[config.mk]
export PLATFORM = sky130hd
export DESIGN_NAME = spram_be_ctrl
export DESIGN_NICKNAME = d
export VERILOG_FILES = /design/src/rtl/spram_pkg.sv /design/src/rtl/spram_rd_pipe.sv /design/src/rtl/spram_be_ctrl.sv
export SDC_FILE = /design/constraint.sdc
export NUM_CORES = 1
export LEC_CHECK = 0
export CORE_ASPECT_RATIO = 1.25
export CORE_UTILIZATION = 40
export CTS_BUF_LIST = sky130_fd_sc_hd__clkbuf_2 sky130_fd_sc_hd__clkbuf_4 sky130_fd_sc_hd__clkbuf_8
export DETAILED_ROUTE_END_ITERATION = 6
export SETUP_SLACK_MARGIN = 0.05
export SLEW_MARGIN = 10
export SYNTH_ARGS = -nofsm -noshare
export SYNTH_HDL_FRONTEND = slang
export SYNTH_SLANG_ARGS = --single-unit
[constraint.sdc]
create_clock -name clk -period 7.9 [get_ports clk]
set_clock_uncertainty 0.05 [all_clocks]
set_input_delay 1.58 -clock clk [delete_from_list [all_inputs] [get_ports clk]]
set_output_delay 1.58 -clock clk [all_outputs]
set_load 0.02 [all_outputs]
[src/rtl/spram_pkg.sv]
// spram_pkg: shared types and helpers for the byte-enable single-port RAM.
//   rdw_mode_e   : output behaviour when a write is accepted
//   fill_state_e : post-reset zero-fill sequencer states
//   even_parity  : even-parity bit of a zero-extended byte (zero-extension keeps parity)
// Optional feature macro used by the RAM: SPRAM_PARITY_EN.
package spram_pkg;

  typedef enum logic [1:0] {
    NO_CHG   = 2'd0,
    WR_FIRST = 2'd1,
    RD_FIRST = 2'd2
  } rdw_mode_e;

  typedef enum logic {
    INIT = 1'b0,
    RUN  = 1'b1
  } fill_state_e;

  localparam int unsigned PAR_W = 64;

  // Parity bit that makes byte plus bit hold an even number of ones.
  function automatic logic even_parity(input logic [PAR_W-1:0] bits);
    return ^bits;
  endfunction

endpackage

[src/rtl/spram_rd_pipe.sv]
// spram_rd_pipe: READ_LATENCY-deep (1 or 2) output register pipeline.
//   clk, rst_n  : clock, synchronous active-low reset (flushes all stages)
//   valid_i     : a result is produced this cycle
//   data_i      : result word, captured only with valid_i
//   par_err_i   : parity error of the result, qualified by valid_i
//   valid_o     : one-cycle strobe, READ_LATENCY cycles after valid_i
//   data_o      : result word; changes only together with valid_o
//   par_err_o   : parity error aligned with valid_o
module spram_rd_pipe #(
  parameter int unsigned DATA_WIDTH   = 32,
  parameter int unsigned READ_LATENCY = 1
) (
  input  logic                  clk,
  input  logic                  rst_n,
  input  logic                  valid_i,
  input  logic [DATA_WIDTH-1:0] data_i,
  input  logic                  par_err_i,
  output logic                  valid_o,
  output logic [DATA_WIDTH-1:0] data_o,
  output logic                  par_err_o
);

  logic                  s1_valid_q;
  logic [DATA_WIDTH-1:0] s1_data_q;
  logic                  s1_err_q;

  // First stage: data holds its value between strobes.
  always_ff @(posedge clk) begin
    if (!rst_n) begin
      s1_valid_q <= 1'b0;
      s1_data_q  <= '0;
      s1_err_q   <= 1'b0;
    end else begin
      s1_valid_q <= valid_i;
      s1_err_q   <= valid_i & par_err_i;
      if (valid_i) s1_data_q <= data_i;
    end
  end

  if (READ_LATENCY == 2) begin : g_lat2
    logic                  s2_valid_q;
    logic [DATA_WIDTH-1:0] s2_data_q;
    logic                  s2_err_q;

    // Second stage: output register, loads only with a valid result.
    always_ff @(posedge clk) begin
      if (!rst_n) begin
        s2_valid_q <= 1'b0;
        s2_data_q  <= '0;
        s2_err_q   <= 1'b0;
      end else begin
        s2_valid_q <= s1_valid_q;
        s2_err_q   <= s1_valid_q & s1_err_q;
        if (s1_valid_q) s2_data_q <= s1_data_q;
      end
    end

    assign valid_o   = s2_valid_q;
    assign data_o    = s2_data_q;
    assign par_err_o = s2_err_q;
  end else begin : g_lat1
    assign valid_o   = s1_valid_q;
    assign data_o    = s1_data_q;
    assign par_err_o = s1_err_q;
  end

endmodule

[src/rtl/spram_be_ctrl.sv]
// spram_be_ctrl: single-port RAM with byte write enables, selectable read-during-write
// output, 1/2-cycle read latency with valid strobe and a post-reset zero-fill sequencer.
//   clk, rst_n     : clock, synchronous active-low reset
//   en_i, we_i     : request strobe (taken only while ready_o=1), 1=write 0=read
//   be_i           : byte write enables (writes only)
//   addr_i, di_i   : word address, write data
//   ready_o        : high once the zero-fill has covered every word
//   dout_o         : result word, holds between strobes
//   dout_valid_o   : one-cycle strobe qualifying dout_o
//   par_err_o      : byte parity mismatch on the strobed word
// Optional feature: define SPRAM_PARITY_EN to store one even-parity bit per byte;
// otherwise par_err_o is tied low.
module spram_be_ctrl
  import spram_pkg::*;
#(
  parameter int unsigned DEPTH        = 32,
  parameter int unsigned DATA_WIDTH   = 32,
  parameter int unsigned BYTE_WIDTH   = 8,
  parameter int unsigned READ_LATENCY = 1,
  parameter rdw_mode_e   RDW_MODE     = NO_CHG,
  parameter int unsigned ADDR_WIDTH   = (DEPTH > 1) ? $clog2(DEPTH) : 1,
  parameter int unsigned NUM_BYTES    = DATA_WIDTH / BYTE_WIDTH
) (
  input  logic                  clk,
  input  logic                  rst_n,
  input  logic                  en_i,
  input  logic                  we_i,
  input  logic [NUM_BYTES-1:0]  be_i,
  input  logic [ADDR_WIDTH-1:0] addr_i,
  input  logic [DATA_WIDTH-1:0] di_i,
  output logic                  ready_o,
  output logic [DATA_WIDTH-1:0] dout_o,
  output logic                  dout_valid_o,
  output logic                  par_err_o
);

  localparam logic [ADDR_WIDTH-1:0] LAST_ADDR = ADDR_WIDTH'(DEPTH - 1);

  logic [DATA_WIDTH-1:0] mem_q [DEPTH];

  fill_state_e           state_q, state_d;
  logic [ADDR_WIDTH-1:0] fill_ptr_q, fill_ptr_d;
  logic                  ready_q, ready_d;
  logic                  fill_we_c;

  logic                  req_c, in_range_c, wr_c;
  logic [DATA_WIDTH-1:0] rd_word_c, merged_c;
  logic                  pipe_valid_c, pipe_err_c;
  logic [DATA_WIDTH-1:0] pipe_data_c;

  // Fill FSM state register.
  always_ff @(posedge clk) begin
    if (!rst_n) begin
      state_q    <= INIT;
      fill_ptr_q <= '0;
      ready_q    <= 1'b0;
    end else begin
      state_q    <= state_d;
      fill_ptr_q <= fill_ptr_d;
      ready_q    <= ready_d;
    end
  end

  // Fill FSM next state: one zero word per cycle, then RUN.
  always_comb begin
    state_d    = state_q;
    fill_ptr_d = fill_ptr_q;
    fill_we_c  = 1'b0;
    unique case (state_q)
      INIT: begin
        fill_we_c = 1'b1;
        if (fill_ptr_q == LAST_ADDR) state_d = RUN;
        else                         fill_ptr_d = fill_ptr_q + ADDR_WIDTH'(1);
      end
      RUN: ;
    endcase
    ready_d = (state_d == RUN);
  end

  assign req_c      = en_i && ready_q && rst_n;
  assign in_range_c = (32'(addr_i) < DEPTH);
  assign wr_c       = req_c && we_i && in_range_c;
  assign rd_word_c  = in_range_c ? mem_q[addr_i] : '0;

  // Byte merge of the write data over the current word.
  always_comb begin
    merged_c = rd_word_c;
    for (int unsigned i = 0; i < NUM_BYTES; i++) begin
      if (be_i[i]) merged_c[i*BYTE_WIDTH +: BYTE_WIDTH] = di_i[i*BYTE_WIDTH +: BYTE_WIDTH];
    end
  end

  // Result selection; out-of-range requests return zero.
  always_comb begin
    pipe_valid_c = 1'b0;
    pipe_data_c  = rd_word_c;
    if (req_c) begin
      if (!we_i) begin
        pipe_valid_c = 1'b1;
      end else if (RDW_MODE == WR_FIRST) begin
        pipe_valid_c = 1'b1;
        pipe_data_c  = in_range_c ? merged_c : '0;
      end else if (RDW_MODE == RD_FIRST) begin
        pipe_valid_c = 1'b1;
      end
    end
  end

  // Storage: zero-fill has priority, requests are blocked until ready anyway.
  always_ff @(posedge clk) begin
    if (rst_n && fill_we_c) mem_q[fill_ptr_q] <= '0;
    else if (wr_c)          mem_q[addr_i]     <= merged_c;
  end

`ifdef SPRAM_PARITY_EN
  logic [NUM_BYTES-1:0]  par_mem_q [DEPTH];
  logic [NUM_BYTES-1:0]  rd_par_c, merged_par_c, chk_par_c;
  logic [DATA_WIDTH-1:0] chk_word_c;

  // Parity of the word being returned: merged view on WR_FIRST writes.
  always_comb begin
    rd_par_c     = in_range_c ? par_mem_q[addr_i] : '0;
    merged_par_c = rd_par_c;
    for (int unsigned i = 0; i < NUM_BYTES; i++) begin
      if (be_i[i]) merged_par_c[i] = even_parity(PAR_W'(di_i[i*BYTE_WIDTH +: BYTE_WIDTH]));
    end
    if (we_i && (RDW_MODE == WR_FIRST)) begin
      chk_word_c = merged_c;
      chk_par_c  = merged_par_c;
    end else begin
      chk_word_c = rd_word_c;
      chk_par_c  = rd_par_c;
    end
    pipe_err_c = 1'b0;
    for (int unsigned i = 0; i < NUM_BYTES; i++) begin
      if (even_parity(PAR_W'(chk_word_c[i*BYTE_WIDTH +: BYTE_WIDTH])) != chk_par_c[i]) begin
        pipe_err_c = 1'b1;
      end
    end
    if (!in_range_c) pipe_err_c = 1'b0;
  end

  // Parity storage follows the data array write-for-write.
  always_ff @(posedge clk) begin
    if (rst_n && fill_we_c) par_mem_q[fill_ptr_q] <= '0;
    else if (wr_c)          par_mem_q[addr_i]     <= merged_par_c;
  end
`else
  assign pipe_err_c = 1'b0;
`endif

  spram_rd_pipe #(
    .DATA_WIDTH  (DATA_WIDTH),
    .READ_LATENCY(READ_LATENCY)
  ) u_rd_pipe (
    .clk      (clk),
    .rst_n    (rst_n),
    .valid_i  (pipe_valid_c),
    .data_i   (pipe_data_c),
    .par_err_i(pipe_err_c),
    .valid_o  (dout_valid_o),
    .data_o   (dout_o),
    .par_err_o(par_err_o)
  );

  assign ready_o = ready_q;

endmodule

==> flow_results.xml <==
<?xml version="1.0" encoding="UTF-8"?>
<metrics>
  <group name="grt">
    <metric name="global_route.usage.met3" unit="">0.03585</metric>
    <metric name="largest_net_degree_at_the_start_of_global_routing" unit="">99</metric>
    <metric name="grt_pass1_wl" unit="um">162700</metric>
    <metric name="grt.met2_usage" unit="">0.3715</metric>
    <metric name="routing_layer_with_the_top_usage_in_global_route" unit="">met2</metric>
    <metric name="initial_antenna_violation_count" unit="">2</metric>
    <metric name="first_global_vias" unit="">23350</metric>
    <metric name="groute.layer.met1.usage" unit="">0.2663</metric>
    <metric name="globalRouteOverflowTotal" unit="">0</metric>
    <metric name="gr-usage-all-layers" unit="">0.2136</metric>
  </group>
  <group name="setup_path">
    <metric name="end_kind" unit="">flop</metric>
    <metric name="cpPeakStageDelay" unit="ns">1.11</metric>
    <metric name="worst_r2r_path_depth" unit="">5</metric>
    <metric name="reg2reg_launch_point" unit="">ready_o</metric>
    <metric name="regToRegEndpoint" unit="">mem_q[31][8]</metric>
    <metric name="timing.critical_path.slowest_stage_cell" unit="">sky130_fd_sc_hd__nor2_4</metric>
    <metric name="critical_path_peak_fanout" unit="">24</metric>
    <metric name="timing.critical_path.arrival" unit="ns">5.62</metric>
    <metric name="required" unit="ns">8.32</metric>
    <metric name="reg2reg_slack" unit="ns">3.43</metric>
    <metric name="crit_path_cell_chain" unit="">clkdlybuf4s50_1 -&gt; and4_2 -&gt; mux2i_1 -&gt; nand2b_1 -&gt; nor2_4 -&gt; buf_4</metric>
    <metric name="critical_path.startpoint_type" unit="">input pin</metric>
    <metric name="critPathKind" unit="">input pin to flop</metric>
  </group>
  <group name="floorplanning">
    <metric name="die_y" unit="um">364.1</metric>
    <metric name="die_width" unit="um">291.7</metric>
    <metric name="initial_utilization" unit="">0.4046</metric>
    <metric name="number_of_top_level_pins" unit="">80</metric>
    <metric name="std_cell_rows" unit="">132</metric>
    <metric name="core-area" unit="sq um">103700</metric>
    <metric name="dieArea" unit="sq um">106200</metric>
  </group>
  <group name="clock_tree">
    <metric name="cts_clk_pin_slew_worst_paths" unit="ns">0.06</metric>
    <metric name="cts.root.buffer_cell" unit="">sky130_fd_sc_hd__clkbuf_8</metric>
    <metric name="cts_tree" unit="">yes</metric>
    <metric name="ctsLongestPathBuffers" unit="">3</metric>
    <metric name="cts_setup_buffers" unit="">0</metric>
    <metric name="post_cts_resized" unit="">0</metric>
    <metric name="htree_num_levels" unit="">4</metric>
    <metric name="post_cts_hold_buffer_count" unit="">0</metric>
    <metric name="numClockSinks" unit="">1063</metric>
    <metric name="cts-buffers-inserted" unit="">164</metric>
    <metric name="clk_latency" unit="ns">0.83</metric>
  </group>
  <group name="route">
    <metric name="firstDrtPassIters" unit="">5</metric>
    <metric name="drtAntennaViolNets" unit="">0</metric>
    <metric name="detail_route.wl_per_cell" unit="um">28.30</metric>
    <metric name="drc" unit="">0</metric>
    <metric name="postRouteWirelength" unit="um">113400</metric>
    <metric name="dr_total_vias" unit="">22810</metric>
    <metric name="viasPerCell" unit="">5.692</metric>
    <metric name="drt_iter0_drc" unit="">2108</metric>
  </group>
  <group name="status">
    <metric name="outcome" unit="">completed</metric>
  </group>
  <group name="power_and_ir_drop">
    <metric name="power_switching" unit="mW">2.478</metric>
    <metric name="sequentialPowerShare" unit="">0.547</metric>
    <metric name="sw_frac_of_total" unit="">0.2212</metric>
    <metric name="irDropWorstVdd" unit="uV">128.1</metric>
    <metric name="power_leakage" unit="nW">18.90</metric>
    <metric name="pwr_density_cell" unit="nW/um^2">233.2</metric>
    <metric name="cellInternalPower" unit="mW">8.725</metric>
    <metric name="comb_power_share" unit="">0.047</metric>
    <metric name="power.share.clock" unit="">0.405</metric>
  </group>
  <group name="sta">
    <metric name="final_hold_viol_count" unit="">0</metric>
    <metric name="timing.setup.tns" unit="ns">0</metric>
    <metric name="fin_worst_hold_slack" unit="ns">0.5103</metric>
    <metric name="maxSlewHeadroom" unit="">0.1462</metric>
    <metric name="timing.final.crit_period" unit="ns">5.196</metric>
    <metric name="achievable-frequency" unit="MHz">192.5</metric>
    <metric name="finalCritPeriodShare" unit="">0.6577</metric>
    <metric name="final_setup_fails" unit="">0</metric>
    <metric name="finalMaxSlewViolations" unit="">0</metric>
    <metric name="worst_slew_pin_slew" unit="ns">1.281</metric>
    <metric name="rsz0062_at_grt" unit="">no</metric>
  </group>
  <group name="yosys">
    <metric name="synth_cell_type_count" unit="">38</metric>
    <metric name="muxShareOfSynthArea" unit="">0.1234</metric>
    <metric name="ys_top_cells_by_area" unit="">sky130_fd_sc_hd__edfxtp_1, sky130_fd_sc_hd__mux2i_1, sky130_fd_sc_hd__a22oi_1</metric>
    <metric name="syn_inst_count" unit="">2357</metric>
    <metric name="syn_area" unit="sq um">41960</metric>
    <metric name="synth-simple-area-share" unit="">0.02690</metric>
    <metric name="synthTopCellsByCount" unit="">sky130_fd_sc_hd__edfxtp_1, sky130_fd_sc_hd__mux2i_1, sky130_fd_sc_hd__a22oi_1</metric>
    <metric name="synth_enable_flop_cells" unit="">1024</metric>
    <metric name="synth_nets" unit="">2404</metric>
    <metric name="post_synth_xor_area_fraction" unit="">0.0006262</metric>
    <metric name="synth.avg_cell_area" unit="sq um">17.80</metric>
    <metric name="postSynth.asyncResetShare" unit="">0</metric>
    <metric name="ys.warnings.count" unit="">0</metric>
    <metric name="ys_seq_area_frac" unit="">0.7514</metric>
    <metric name="seq_cells_post_synth" unit="">1063</metric>
    <metric name="yosys.cell_count.top_type" unit="">sky130_fd_sc_hd__edfxtp_1</metric>
    <metric name="synth_top_area_share" unit="">0.7328</metric>
    <metric name="synth_compound_area_frac" unit="">0.07550</metric>
    <metric name="ys_dominant_reg_cell" unit="">sky130_fd_sc_hd__edfxtp_1</metric>
    <metric name="yosys.area.top_type" unit="">sky130_fd_sc_hd__edfxtp_1</metric>
    <metric name="combinational_family_with_the_most_area_after_synthesis" unit="">multiplexers</metric>
    <metric name="synthAdderAreaFrac" unit="">0.0005964</metric>
  </group>
  <group name="finish">
    <metric name="final_nets" unit="">2576</metric>
    <metric name="finish.cell_count_without_fillers" unit="">4007</metric>
    <metric name="flow.area_growth_from_synthesis" unit="%">14.51</metric>
    <metric name="layout_cells_sized_above_1" unit="">0.1584</metric>
    <metric name="layout.cell_area.non_filler" unit="sq um">48050</metric>
  </group>
  <group name="place">
    <metric name="place_area" unit="sq um">44780</metric>
    <metric name="dp.cells" unit="">3703</metric>
    <metric name="finalWeightedCongestion" unit="">0.7964</metric>
    <metric name="detailed_place_hpwl" unit="um">64300</metric>
    <metric name="numPortBuffers" unit="">78</metric>
  </group>
  <group name="hold_path">
    <metric name="beginning_of_the_worst_hold_path" unit="">u_rd_pipe.data_o[7]</metric>
    <metric name="cells_on_worst_hold_path" unit="">2</metric>
    <metric name="hp-class" unit="">flop to flop</metric>
    <metric name="endpoint_of_the_worst_hold_path" unit="">u_rd_pipe.data_o[7]</metric>
  </group>
  <group name="run">
    <metric name="maxCapViolCount" unit="">0</metric>
  </group>
</metrics>
==> sequential cells by signal, summed over array words and instances (netlist names) <==
register,cells
mem_q,1024
u_rd_pipe.valid_o,1
u_rd_pipe.data_o,32
fill_ptr_q,5
ready_o,1
==> critical path: cells and delay by family <==
kind	cells	cell delay, ns
multiplexers	1	0.41
buffers and inverters	2	0.92
AND/OR/NAND/NOR	3	2.66
==> per-layer routing <==
| layer | vias up | wire length (um) |
|---|---|---|
| li1 | 9881 | - |
| met1 | 11860 | 45560 |
| met2 | 860 | 57400 |
| met3 | 203 | 6709 |
| met4 | 0 | 3738 |
| met5 | - | 0 |
==> cell usage in the layout, fill, tap and decap left out, types with 3 or more instances in the layout <==
| master | instances |
|---|---|
| sky130_fd_sc_hd__a21o_1 | 32 |
| sky130_fd_sc_hd__a21oi_1 | 128 |
| sky130_fd_sc_hd__a22oi_1 | 256 |
| sky130_fd_sc_hd__and2_1 | 3 |
| sky130_fd_sc_hd__and3_1 | 33 |
| sky130_fd_sc_hd__buf_12 | 27 |
| sky130_fd_sc_hd__buf_16 | 4 |
| sky130_fd_sc_hd__buf_4 | 45 |
| sky130_fd_sc_hd__clkbuf_4 | 67 |
| sky130_fd_sc_hd__clkbuf_8 | 172 |
| sky130_fd_sc_hd__clkdlybuf4s50_1 | 76 |
| sky130_fd_sc_hd__clkinv_1 | 32 |
| sky130_fd_sc_hd__clkinv_2 | 16 |
| sky130_fd_sc_hd__clkinvlp_4 | 3 |
| sky130_fd_sc_hd__dfxtp_1 | 39 |
| sky130_fd_sc_hd__diode_2 | 3 |
| sky130_fd_sc_hd__edfxtp_1 | 1024 |
| sky130_fd_sc_hd__inv_6 | 4 |
| sky130_fd_sc_hd__mux2i_1 | 516 |
| sky130_fd_sc_hd__nand2_1 | 10 |
| sky130_fd_sc_hd__nand2b_1 | 34 |
| sky130_fd_sc_hd__nor2_1 | 5 |
| sky130_fd_sc_hd__nor2_4 | 33 |
| sky130_fd_sc_hd__nor4_2 | 32 |
| sky130_fd_sc_hd__o211a_1 | 32 |
| sky130_fd_sc_hd__o21ai_0 | 3 |
==> stage by stage <==
| step | power, mW | util | worst slack [ns] |
|---|---|---|---|
| after detailed placement | 6.780 | 0.4318 | 1.897 |
| after global routing | 11.54 | 0.4633 | 2.694 |
| after floorplan | 6.582 | - | 3.425 |
| after global placement | 6.769 | 0.4272 | 1.845 |
| after CTS | 11.28 | 0.4632 | 2.735 |
| final | 11.20 | 0.4633 | 2.704 |
==> power groups by stage <==
stage / Clock, mW / Combinational [mW] / Sequential [mW]
finish: 4.54 / 0.530 / 6.13
global route: 4.85 / 0.555 / 6.13
CTS: 4.61 / 0.532 / 6.13
detailed placement: 0 / 0.531 / 6.25
global placement: 0 / 0.520 / 6.25
floorplan: 0 / 0.335 / 6.25
==> kinds of logic after synthesis <==
family          count (synthesis)
simple gates                  167
mux                           517
other cells                     1
compound gates                455
buf+inv                       149
flops                        1063
fa+ha+maj                       2
xor+xnor                        3
==> how the worst max path moves through the flow <==
stage | cells after the start | slack [ns] | start | end
global placement | 5 | 1.84 | en_i | mem_q[2][8]
finish | 6 | 2.70 | en_i | mem_q[31][8]
CTS | 6 | 2.73 | en_i | mem_q[31][15]
global route | 6 | 2.69 | en_i | mem_q[31][15]
floorplan | 6 | 3.43 | rst_n | mem_q[4][0]
detailed placement | 6 | 1.90 | en_i | mem_q[31][11]
==> cell type report <==
type / instances / area, sq um
Antenna cell: 3 / 7.507
Clock buffer: 239 / 2870
Clock inverter: 62 / 389.1
Fill cell: 8796 / 55670
Inverter: 1 / 3.754
Multi-Input combinational cell: 1145 / 9802
Sequential cell: 1063 / 31530
Tap cell: 1340 / 1677
Timing Repair Buffer: 154 / 1769
(Power assumes the default switching activity.)
